`src/rtl/sevenseg_scan_ctrl.sv`:
```
// Time-multiplexed scan controller for an 8-digit common-anode 7-segment display.
// Latches a 32-bit hex value tear-free at frame boundaries and scans one nibble per slot.
module sevenseg_scan_ctrl #(
   parameter int unsigned NDIGITS      = 8,
   parameter int unsigned SLOT_CYCLES  = 100000,
   parameter int unsigned BLANK_CYCLES = 1000
) (
   input  logic        clk,
   input  logic        reset_n,
   input  logic [31:0] value,
   input  logic        load,
   input  logic [7:0]  digit_en,
   input  logic [7:0]  dp,
   output logic [7:0]  digitselect,
   output logic [7:0]  segments,
   output logic        frame_start
);

   localparam int unsigned CW = (SLOT_CYCLES > 1) ? $clog2(SLOT_CYCLES) : 1;
   localparam logic [CW-1:0] CNT_LAST   = CW'(SLOT_CYCLES - 1);
   localparam logic [CW-1:0] BLANK_LAST = CW'(BLANK_CYCLES - 1);
   localparam logic [2:0]    IDX_LAST   = 3'(NDIGITS - 1);

   typedef enum logic {StBlank, StDrive} state_e;

   state_e         state_q, state_d;
   logic [CW-1:0]  cnt_q, cnt_d;
   logic [2:0]     idx_q, idx_d;
   logic [31:0]    pending_q, pending_d;
   logic [31:0]    shadow_q, shadow_d;
   logic           started_q, started_d;
   logic [7:0]     digitselect_d, segments_d;
   logic           frame_start_d;
   logic           slot_end, frame_end;
   logic [3:0]     nibble;

   // Active-low a..g
   function automatic logic [6:0] hex_to_seg(input logic [3:0] nib);
      logic [6:0] seg;
      unique case (nib)
         4'h0: seg = 7'b0000001;
         4'h1: seg = 7'b1001111;
         4'h2: seg = 7'b0010010;
         4'h3: seg = 7'b0000110;
         4'h4: seg = 7'b1001100;
         4'h5: seg = 7'b0100100;
         4'h6: seg = 7'b0100000;
         4'h7: seg = 7'b0001111;
         4'h8: seg = 7'b0000000;
         4'h9: seg = 7'b0000100;
         4'hA: seg = 7'b0001000;
         4'hB: seg = 7'b1100000;
         4'hC: seg = 7'b0110001;
         4'hD: seg = 7'b1000010;
         4'hE: seg = 7'b0110000;
         default: seg = 7'b0111000;
      endcase
      return seg;
   endfunction

   assign slot_end  = (cnt_q == CNT_LAST);
   assign frame_end = slot_end && (idx_q == IDX_LAST);
   assign nibble    = shadow_q[{idx_q, 2'b00} +: 4];

   always_comb begin
      cnt_d         = slot_end ? '0 : cnt_q + CW'(1);
      idx_d         = idx_q;
      state_d       = state_q;
      pending_d     = load ? value : pending_q;
      shadow_d      = shadow_q;
      started_d     = started_q | frame_end;
      frame_start_d = started_q && (cnt_q == '0) && (idx_q == 3'd0);
      digitselect_d = 8'hFF;
      segments_d    = 8'hFF;

      if (slot_end) begin
         idx_d = (idx_q == IDX_LAST) ? 3'd0 : idx_q + 3'd1;
      end

      // A load coinciding with the frame boundary bypasses pending
      if (frame_end) begin
         shadow_d = load ? value : pending_q;
      end

      unique case (state_q)
         StBlank: if (cnt_q == BLANK_LAST) state_d = StDrive;
         StDrive: if (slot_end) state_d = StBlank;
         default: state_d = StBlank;
      endcase

      if (state_q == StDrive && digit_en[idx_q]) begin
         digitselect_d = ~(8'd1 << idx_q);
         segments_d    = {hex_to_seg(nibble), ~dp[idx_q]};
      end
   end

   always_ff @(posedge clk or negedge reset_n) begin
      if (!reset_n) begin
         state_q     <= StBlank;
         cnt_q       <= '0;
         idx_q       <= 3'd0;
         pending_q   <= 32'd0;
         shadow_q    <= 32'd0;
         started_q   <= 1'b0;
         digitselect <= 8'hFF;
         segments    <= 8'hFF;
         frame_start <= 1'b0;
      end else begin
         state_q     <= state_d;
         cnt_q       <= cnt_d;
         idx_q       <= idx_d;
         pending_q   <= pending_d;
         shadow_q    <= shadow_d;
         started_q   <= started_d;
         digitselect <= digitselect_d;
         segments    <= segments_d;
         frame_start <= frame_start_d;
      end
   end

endmodule

```
`config.mk`:
```
export PLATFORM = sky130hd
export DESIGN_NAME = sevenseg_scan_ctrl
export DESIGN_NICKNAME = d
export VERILOG_FILES = /design/src/rtl/sevenseg_scan_ctrl.sv
export SDC_FILE = /design/constraint.sdc
export NUM_CORES = 1
export LEC_CHECK = 0
export ABC_AREA = 1
export ABC_CLOCK_PERIOD_IN_PS = 2600
export CORE_UTILIZATION = 56
export CTS_CLUSTER_DIAMETER = 120
export DETAILED_ROUTE_END_ITERATION = 16
export HOLD_SLACK_MARGIN = 0.03
export PLACE_DENSITY = 0.9
export SLEW_MARGIN = 10
export SYNTH_ARGS = -nofsm -noshare
export SYNTH_HDL_FRONTEND = slang
export SYNTH_SLANG_ARGS = --single-unit
```
`constraint.sdc`:
```
create_clock -name clk -period 2.6 [get_ports clk]
set_input_delay 0.39 -clock clk [delete_from_list [all_inputs] [get_ports clk]]
set_output_delay 0.39 -clock clk [all_outputs]
set_load 0.02 [all_outputs]
```
==> flow_summary.json <==
{
  "hp-class": "reg -> reg",
  "timing.setup.tns_ps": 0,
  "ctsHtreeMaxLevel": 3,
  "hold_viol": 0,
  "ys_seq_elements": 103,
  "tightest_slew_ps": 865,
  "fmax_ghz": 0.449,
  "grt_max_degree": 68,
  "yosys_warnings": 0,
  "cts_tree": "yes",
  "place.gp.congestion": 0.944,
  "numCtsBuffers": 9,
  "nNetsFinal": 792,
  "fillCellCount": 704,
  "die_h_um": 100,
  "max-slew-margin-rel_pct": 42.4,
  "post_cts_buffers": 0,
  "worstHoldEndpoint": "started_q$_DFF_PN0_",
  "rsz0062_at_grt": "no",
  "slew_violations": 0,
  "cp_slowest_cell": "inv_1",
  "dieArea_sq_um": 10000,
  "area_growth_pct": 17.2,
  "vdd_drop_max_mv": 0.254,
  "ys_types": 36,
  "rows": 35,
  "syn_inst": 664,
  "start_kind": "flop",
  "setup.worst_path.class": "reg -> reg",
  "drive_above_1_share_pct": 13.4,
  "grt_remaining_overflow": 0,
  "clock_latency_ps": 370,
  "final-setup-viol-count": 0,
  "seq_area_frac_synth_pct": 48.1,
  "drc": 0,
  "crit_top_cell": "nand3_1",
  "clockRootBuffer": "clkbuf_8",
  "status": "complete, no violations",
  "ant_nets": 0,
  "syn_avg_cell_area_sq_um": 8.13,
  "required_ps": 2890,
  "rr_worst_depth": 10,
  "wl_um": 11500,
  "netlist_area_sq_um": 5400,
  "hold_depth": 2,
  "routedWlPerCell_um": 13.4,
  "hold-worst-slack_ps": 481,
  "dp_hpwl_um": 8180,
  "r2r_slack_ps": 370,
  "start_util_pct": 58.1,
  "synth_flop_cell": "dfrtp_1",
  "antenna_found_initial": 0,
  "fin_crit_sh_pct": 85.7,
  "period_minus_slack_ps": 2230,
  "grt_util_all_layers_pct": 25.2,
  "ios": 68,
  "crit_buf_inv": 3,
  "clkTransAtPathRegs_ps": 100,
  "grt_first_pass_wirelength_um": 19900,
  "finalPower_w": 0.00288,
  "syn-num-nets": 730,
  "path_cells": "inv_1 > nand3_1 > nand3_1 > o21ai_0 > buf_4 > ha_1 > inv_1 > nand3_1 > nand3_1 > nand3_1",
  "p_per_area_nw_per_um2": 456,
  "arrival_ps": 2520,
  "skew_ps": 19.0,
  "timing.rr.start": "idx_q[1]$_DFFE_PN0N_",
  "critical_path.top_delay_family": "buffers and inverters",
  "cts_hold_buf": 1,
  "drt_iter0_drc": 291,
  "cp-end-kind": "flop",
  "worstReg2RegEnd": "segments[7]$_DFF_PN1_",
  "port_buffers": 67,
  "max_stage_delay_ps": 440,
  "leakagePower_nw": 3.56,
  "viasPerCell": 5.04,
  "vias": 4333,
  "grt_pass1_vias": 4429,
  "async_flop_share_pct": 100,
  "cts.path.max_buffers": 2,
  "maxCapViolations": 0,
  "antenna_cells": 0,
  "die_x_um": 100,
  "core_sq_um": 9280,
  "cts_sinks": 103,
  "cp_max_fo": 17,
  "synth_edf_count": 0,
  "min_from": "started_q$_DFF_PN0_",
  "first_pass_iters": 7,
  "finish.utilization_pct": 68.1,
  "cts_resized": 0
}
kinds of logic after synthesis:
kind of cell             count (synthesis)  synth area share, %
AO/OA/AOI/OAI                           94                 10.6
XOR/XNOR                                 5                0.811
adder cells (fa/ha/maj)                 15                 3.48
buffers and inverters                  191                 15.4
flip-flops                             103                 48.1
AND/OR/NAND/NOR                        256                 21.6
registers in the layout, summed over array words and instances, names as in the netlist, 3 cells and up:
register,count
cnt_q,17
shadow_q,32
idx_q,3
pending_q,32
digitselect,8
segments,8
worst min-delay path: cells and delay by family (launching register included):
family,cells,cell delay [ps]
simple gates,1,50
buf+inv,1,40
flops,1,360
through the flow:
step           instances  instance area, sq um  setup slack (ps)
2_1_floorplan        664                  5400               716
3_3_place_gp         843                  6120               641
3_5_place_dp         843                  6120               494
4_1_cts              860                  6320               408
5_1_grt              860                  6320               197
6_report             860                  6320               371
cell type report:
| type | count | area, sq um | share of cell area, % |
|---|---|---|---|
| inverter | 166 | 628 | 9.93 |
| tap | 129 | 161 | 2.55 |
| sequential | 103 | 2600 | 41.1 |
| multi-input combinational | 370 | 1970 | 31.1 |
| clock buffer | 11 | 141 | 2.24 |
| clock inverter | 5 | 55.1 | 0.871 |
| timing repair buffer | 76 | 771 | 12.2 |
synth_stat cells, types with 3 or more instances:
master,instances,share of area (%)
buf_2,3,0.28
a31oi_1,3,0.35
dfstp_2,16,7.8
dfrtp_1,87,40
xor2_1,5,0.81
clkbuf_1,9,0.63
ha_1,15,3.5
nor2_1,27,1.9
nor2_4,3,0.63
nand3_1,49,4.5
o21ai_1,10,0.93
nand4_1,5,0.58
buf_12,4,1.5
nand2_1,140,9.7
nand2_2,20,2.3
inv_2,4,0.28
a21oi_1,8,0.74
inv_1,160,11
nand3_2,3,0.56
o21ai_2,23,3.7
o21ai_0,47,4.4
routing by layer:
| metal | global-route usage (%) | part of all wire (%) |
|---|---|---|
| met5 | 0 | 0 |
| met2 | 43.0 | 49 |
| met4 | 10.0 | 2.3 |
| met1 | 32.3 | 42 |
| met3 | 3.76 | 6.4 |
power by group:
group / total, W / internal (W) / leakage (nW) / switching (W)
Combinational: 0.000210 / 0.0000942 / 2.18 / 0.000115
Sequential: 0.00166 / 0.00165 / 1.28 / 0.0000111
Clock: 0.00102 / 0.000473 / 0.104 / 0.000543
Total: 0.00288 / 0.00221 / 3.56 / 0.000670
how the worst max path moves through the flow:
stage,end,slack (ps),cells after the start,start
after floorplan,segments[2]$_DFF_PN1_,720,13,idx_q[0]$_DFFE_PN0N_
after global placement,segments[2]$_DFF_PN1_,640,11,idx_q[1]$_DFFE_PN0N_
after detailed placement,segments[7]$_DFF_PN1_,490,10,idx_q[1]$_DFFE_PN0N_
after CTS,segments[7]$_DFF_PN1_,410,10,idx_q[1]$_DFFE_PN0N_
after global routing,segments[7]$_DFF_PN1_,200,11,idx_q[0]$_DFFE_PN0N_
final,segments[7]$_DFF_PN1_,370,10,idx_q[1]$_DFFE_PN0N_
placed cells by master, fill, tap and decap left out, types with 2 or more instances in the layout:
cell type | Yosys | layout
nand3_1 | 49 | 49
xor2_1 | 5 | 5
dfstp_2 | 16 | 16
o21ai_2 | 23 | 23
nor2_1 | 27 | 27
inv_1 | 160 | 160
nand4_1 | 5 | 5
nand2_2 | 20 | 20
o21ai_1 | 10 | 10
nand3_2 | 3 | 3
inv_6 | 1 | 2
a31oi_1 | 3 | 3
nand2_4 | 2 | 2
a21oi_1 | 8 | 8
inv_2 | 4 | 4
ha_1 | 15 | 15
nor2_4 | 3 | 3
buf_4 | 2 | 6
nor3_1 | 2 | 2
o21ai_0 | 47 | 47
clkbuf_8 | 0 | 10
dfrtp_1 | 87 | 87
nor4_1 | 2 | 2
nand2_1 | 140 | 140
buf_12 | 4 | 3
a32o_1 | 2 | 2
clkdlybuf4s50_1 | 0 | 65
clkinv_2 | 0 | 2
(Power assumes the default switching activity.)
